### config.mk
export PLATFORM = sky130hd
export DESIGN_NAME = bytecode_fetch
export DESIGN_NICKNAME = d
export VERILOG_FILES = /design/src/rtl/bytecode_fetch.sv
export SDC_FILE = /design/constraint.sdc
export NUM_CORES = 1
export LEC_CHECK = 0
export CAP_MARGIN = 20
export CORE_ASPECT_RATIO = 0.6
export CORE_UTILIZATION = 35
export DETAILED_ROUTE_END_ITERATION = 7
export PLACE_DENSITY = 0.68
export SYNTH_ARGS = -nofsm -noshare
export SYNTH_HDL_FRONTEND = slang
export SYNTH_SLANG_ARGS = --single-unit
export TNS_END_PERCENT = 20
### constraint.sdc
create_clock -name clk -period 4.3 [get_ports clk]
set_clock_uncertainty 0.1 [all_clocks]
set_input_delay 0.86 -clock clk [delete_from_list [all_inputs] [get_ports clk]]
set_output_delay 0.86 -clock clk [all_outputs]
set_load 0.1 [all_outputs]
### src/rtl/bytecode_fetch.sv
// Instruction fetch stage: reads opcode and 0-2 big-endian argument bytes from
// single-cycle program memory and hands a complete instruction to execute.
module bytecode_fetch #(
    parameter int PC_WIDTH = 16
) (
    input  logic                clk,
    input  logic                rst_n,
    output logic [PC_WIDTH-1:0] mem_addr,
    output logic                mem_rd,
    input  logic [7:0]          mem_data,
    output logic [7:0]          opcode,
    input  logic [1:0]          argc,
    output logic                instr_valid,
    input  logic                instr_ready,
    output logic [15:0]         instr_arg,
    output logic [PC_WIDTH-1:0] instr_pc,
    input  logic                branch_taken,
    input  logic [15:0]         branch_offset,
    input  logic                halt
);

    typedef enum logic [2:0] {
        S_IDLE,
        S_OP,
        S_OPLAT,
        S_DECODE,
        S_ARG1,
        S_ARG2,
        S_ISSUE
    } state_t;

    localparam logic [PC_WIDTH-1:0] PC_ONE = {{(PC_WIDTH-1){1'b0}}, 1'b1};

    state_t              r_state;
    logic [PC_WIDTH-1:0] r_pc;
    logic [PC_WIDTH-1:0] r_instr_pc;
    logic [7:0]          r_opcode;
    logic [15:0]         r_instr_arg;

    logic                w_rd;
    logic [PC_WIDTH-1:0] w_pc_inc;
    logic [PC_WIDTH-1:0] w_off_ext;
    logic [PC_WIDTH-1:0] w_target;

    // Branch offset is signed and relative to the opcode address.
    assign w_off_ext = PC_WIDTH'($signed(branch_offset));
    assign w_pc_inc  = r_pc + PC_ONE;
    assign w_target  = r_instr_pc + w_off_ext;

    // Strobes depend on argc in DECODE/ARG1, so they cannot be registered ahead.
    always_comb begin
        w_rd = 1'b0;
        case (r_state)
            S_OP:     w_rd = 1'b1;
            S_DECODE: w_rd = (argc != 2'd0);
            S_ARG1:   w_rd = argc[1];
            default:  w_rd = 1'b0;
        endcase
    end

    assign mem_rd      = w_rd;
    assign mem_addr    = w_rd ? r_pc : '0;
    assign instr_valid = (r_state == S_ISSUE);
    assign opcode      = r_opcode;
    assign instr_arg   = r_instr_arg;
    assign instr_pc    = r_instr_pc;

    always_ff @(posedge clk or negedge rst_n) begin
        if (!rst_n) begin
            r_state     <= S_IDLE;
            r_pc        <= '0;
            r_instr_pc  <= '0;
            r_opcode    <= '0;
            r_instr_arg <= '0;
        end else begin
            case (r_state)
                S_IDLE: begin
                    if (!halt) r_state <= S_OP;
                end
                S_OP: begin
                    r_instr_pc <= r_pc;
                    r_pc       <= w_pc_inc;
                    r_state    <= S_OPLAT;
                end
                S_OPLAT: begin
                    r_opcode    <= mem_data;
                    r_instr_arg <= '0;
                    r_state     <= S_DECODE;
                end
                S_DECODE: begin
                    if (argc == 2'd0) begin
                        r_state <= S_ISSUE;
                    end else begin
                        r_pc    <= w_pc_inc;
                        r_state <= S_ARG1;
                    end
                end
                S_ARG1: begin
                    r_instr_arg <= {8'h00, mem_data};
                    if (argc[1]) begin
                        r_pc    <= w_pc_inc;
                        r_state <= S_ARG2;
                    end else begin
                        r_state <= S_ISSUE;
                    end
                end
                S_ARG2: begin
                    r_instr_arg <= {r_instr_arg[7:0], mem_data};
                    r_state     <= S_ISSUE;
                end
                S_ISSUE: begin
                    if (instr_ready) begin
                        if (branch_taken) r_pc <= w_target;
                        r_state <= halt ? S_IDLE : S_OP;
                    end
                end
                default: r_state <= S_IDLE;
            endcase
        end
    end

endmodule

==> flow_summary_export.csv <==
group,metric,value,unit
floorplanning,initial_utilization,0.3596,
clock_tree,cts_repair_resize_count,0,
clock_tree,post_cts_buffers,0,
sta,finalMaxSlewViolations,0,
synthesis,yosysTopAreaCell,"sky130_fd_sc_hd__dfrtp_1",
route,vias,3188,
final_layout,area_growth,41.99,%
clock_tree,cts-htree-levels,3,
clock_tree,cts_tree,"built",
setup_path,critPathCapture,"mem_addr[13]",
sta,layout_setup_ws,812.8,ps
setup_path,timing.rr.start,"r_state[2]",
floorplanning,die_w,131.8,microns
route,drt_pre_antenna_iters,5,
synthesis,synth.area.top_cells,"sky130_fd_sc_hd__dfrtp_1 (42%), sky130_fd_sc_hd__mux2_2 (8.0%), sky130_fd_sc_hd__a21oi_1 (5.8%)",
global_routing,grt_antenna_before_repair,0,
synthesis,syn-cell-area,3540,sq um
setup_path,reg_to_reg_slack_setup,1560,ps
floorplanning,design.core.area,9844,sq um
route,detailroute.wirelength.met3,720,microns
status,run_status,"completed",
global_routing,gr_ovfl_total,0,
route,highest-signal-layer,"met4",
run,max_cap_violations,0,
synthesis,syn_inst,366,
clock_tree,cts-root-buf,"sky130_fd_sc_hd__clkbuf_16",
final_layout,layout_common_cells,"sky130_fd_sc_hd__clkdlybuf4s50_1 (69), sky130_fd_sc_hd__dfrtp_1 (59), sky130_fd_sc_hd__a21oi_1 (41), sky130_fd_sc_hd__nor2_1 (32)",
route,route.met2.wl,4189,microns
place,routabilityCongestion,0.8578,
setup_path,worst_setup_path_startpoint,"argc[1]",
route,drt-vias-per-instance,5.376,
clock_tree,cts_made_buffers,9,
global_routing,grt_first_pass_wirelength,16080,microns
route,post-route-drc-count,0,
global_routing,grt_pass1_vias,2994,
route,wl,10080,microns
final_layout,post_route_cells_drive_above_1_share,0.1725,
route,antenna_violating_nets_left,0,
route,average_wire_per_cell_in_the_routed_design,17.00,microns
clock_tree,cts-root-to-sink-buffers,2,
place,detailed_place_hpwl,7507,microns
floorplanning,floorplan.die.height,79.90,microns
setup_path,worst-r2r-cell-count,4,
min_path,timing.hold.worst.class,"register to register",
setup_path,arrival,2530,ps
setup_path,required_worst_endpoint,3340,ps
floorplanning,fp-row-count,28,
route,wirelength_met1,5078,microns
clock_tree,cts-hold-fix-buffers,0,
synthesis,postSynth.topFlopCell,"sky130_fd_sc_hd__dfrtp_1",
synthesis,synth.net_count,414,
clock_tree,insertion_delay,330,ps
clock_tree,cts.reportedPaths.clkPinSlew,50,ps
global_routing,maximum_number_of_pins_on_one_net_before_global_route_repair,35,
synthesis,ys_seq_elements,59,
sta,maximum_clock_frequency,286.8,MHz
floorplanning,design.portCount,89,
setup_path,end_kind,"primary output",
sta,final_min_period_over_clock_period,0.8110,
floorplanning,die_area,10530,sq um
synthesis,postSynth.asyncResetShare,1.000,
synthesis,number_of_enable_flip_flop_cells_after_synthesis,0,
synthesis,yosys.area.top_type_share,0.4171,
setup_path,regToRegEndpoint,"r_pc[15]",
sta,report.final.hold_viol_count,0,
sta,timing.final.setup_violations,0,
place,port_buffer_cells,88,
synthesis,avgSynthCellArea,9.671,sq um
clock_tree,clkSinkCount,59,
synthesis,yosys.cell_types.count,54,
final_layout,insertedDiodeCount,0,
setup_path,worstSetupPathType,"input pin to primary output",
sta,worst-slew-pin-transition,990.6,ps
place,pre_cts_slack,832.1,ps
route,drt_iter0_markers,303,
synthesis,ys_warn_count,0,
global_routing,grtUsageTotal,0.1991,
sta,final.setup.tns,0,ps
sta,grt_setup_unrepaired,"no",
sta,period_needed,3487,ps
final_layout,layout_commonest_cell,"sky130_fd_sc_hd__clkdlybuf4s50_1",
sta,timing.max_slew.rel_slack,0.3375,
synthesis,yosysSeqAreaShare,0.4171,
final_layout,final_nets,501,
setup_path,critPathLaunchType,"input pin",
setup_path,path_max_fanout,21,
## cell usage after synthesis, types with 3 or more instances
| cell type | count |
|---|---|
| sky130_fd_sc_hd__o21ai_0 | 23 |
| sky130_fd_sc_hd__o22ai_1 | 10 |
| sky130_fd_sc_hd__clkbuf_1 | 4 |
| sky130_fd_sc_hd__mux2_2 | 25 |
| sky130_fd_sc_hd__buf_4 | 4 |
| sky130_fd_sc_hd__dfrtp_1 | 59 |
| sky130_fd_sc_hd__ha_1 | 16 |
| sky130_fd_sc_hd__nand3_1 | 12 |
| sky130_fd_sc_hd__buf_2 | 6 |
| sky130_fd_sc_hd__nor2b_1 | 15 |
| sky130_fd_sc_hd__a211o_1 | 3 |
| sky130_fd_sc_hd__o21ai_1 | 4 |
| sky130_fd_sc_hd__nor3_1 | 5 |
| sky130_fd_sc_hd__nor2_1 | 32 |
| sky130_fd_sc_hd__a21oi_1 | 41 |
| sky130_fd_sc_hd__xnor2_1 | 7 |
| sky130_fd_sc_hd__nand4_1 | 4 |
| sky130_fd_sc_hd__nand2_1 | 25 |
| sky130_fd_sc_hd__xor2_1 | 6 |
| sky130_fd_sc_hd__inv_1 | 9 |
| sky130_fd_sc_hd__a22o_1 | 8 |
| sky130_fd_sc_hd__a211oi_1 | 3 |
## logic make-up (layout without fill, tap and decap cells)
family / count (synthesis) / count (layout) / share of synthesized area
AOI/OAI and AO/OA: 112 / 112 / 0.1983
muxes: 27 / 27 / 0.08519
xor gates and xnor gates: 13 / 13 / 0.03217
buffers and inverters: 25 / 117 / 0.03322
and+or+nand+nor: 113 / 113 / 0.1718
adders and majority gates: 17 / 17 / 0.06221
DFF: 59 / 59 / 0.4171
## worst min-delay path by stage
stage / start / endpoint / slack, ps / cells after the start
after CTS: instr_arg[15] / instr_arg[15] / 410 / 1
after global placement: instr_arg[15] / instr_arg[15] / 390 / 1
after floorplan: r_pc[14] / instr_pc[14] / 400 / 1
final: opcode[1] / opcode[1] / 400 / 1
after detailed placement: instr_arg[15] / instr_arg[15] / 390 / 1
after global routing: instr_arg[13] / instr_arg[13] / 420 / 1
## metrics by stage
| step | hold slack (ps) | instance area (sq um) | utilization | cells |
|---|---|---|---|---|
| floorplan | 402.3 | 3540 | - | 366 |
| global placement | 385.6 | 4698 | 0.4773 | 577 |
| detailed placement | 392.5 | 4698 | 0.4773 | 577 |
| CTS | 407.9 | 5026 | 0.5105 | 593 |
| global route | 419.2 | 5026 | 0.5105 | 593 |
| finish | 404.1 | 5026 | 0.5105 | 593 |
## sequential cells by signal (all words and copies together), names as in the netlist
| name | count |
|---|---|
| instr_arg | 16 |
| r_pc | 16 |
| instr_pc | 16 |
| r_state | 3 |
| opcode | 8 |
## layout make-up
cell class	count	area, sq um
Timing Repair Buffer	92	1074
Sequential cell	59	1476
Clock buffer	10	239.0
Fill cell	883	4818
Inverter	9	33.78
Multi-Input combinational cell	282	1946
Clock inverter	6	88.84
Tap cell	135	168.9
## critical path, cell delays in order
cell and delay [ps]:
sky130_fd_sc_hd__clkdlybuf4s50_1 580, sky130_fd_sc_hd__nand3b_1 110, sky130_fd_sc_hd__a21oi_1 180, sky130_fd_sc_hd__nor2_1 60, sky130_fd_sc_hd__buf_4 210, sky130_fd_sc_hd__nor2b_1 310, sky130_fd_sc_hd__buf_12 220
## layer usage
metal | global-route usage | vias to the layer above
met4 | 0.05465 | 0
met2 | 0.2915 | 146
met3 | 0.06286 | 14
li1 | - | 1510
met1 | 0.2793 | 1518
met5 | 0 | -
Power is left out: the tool's default activity adds up to more than one toggle a clock period on the data nets, which glitch-free logic cannot reach.
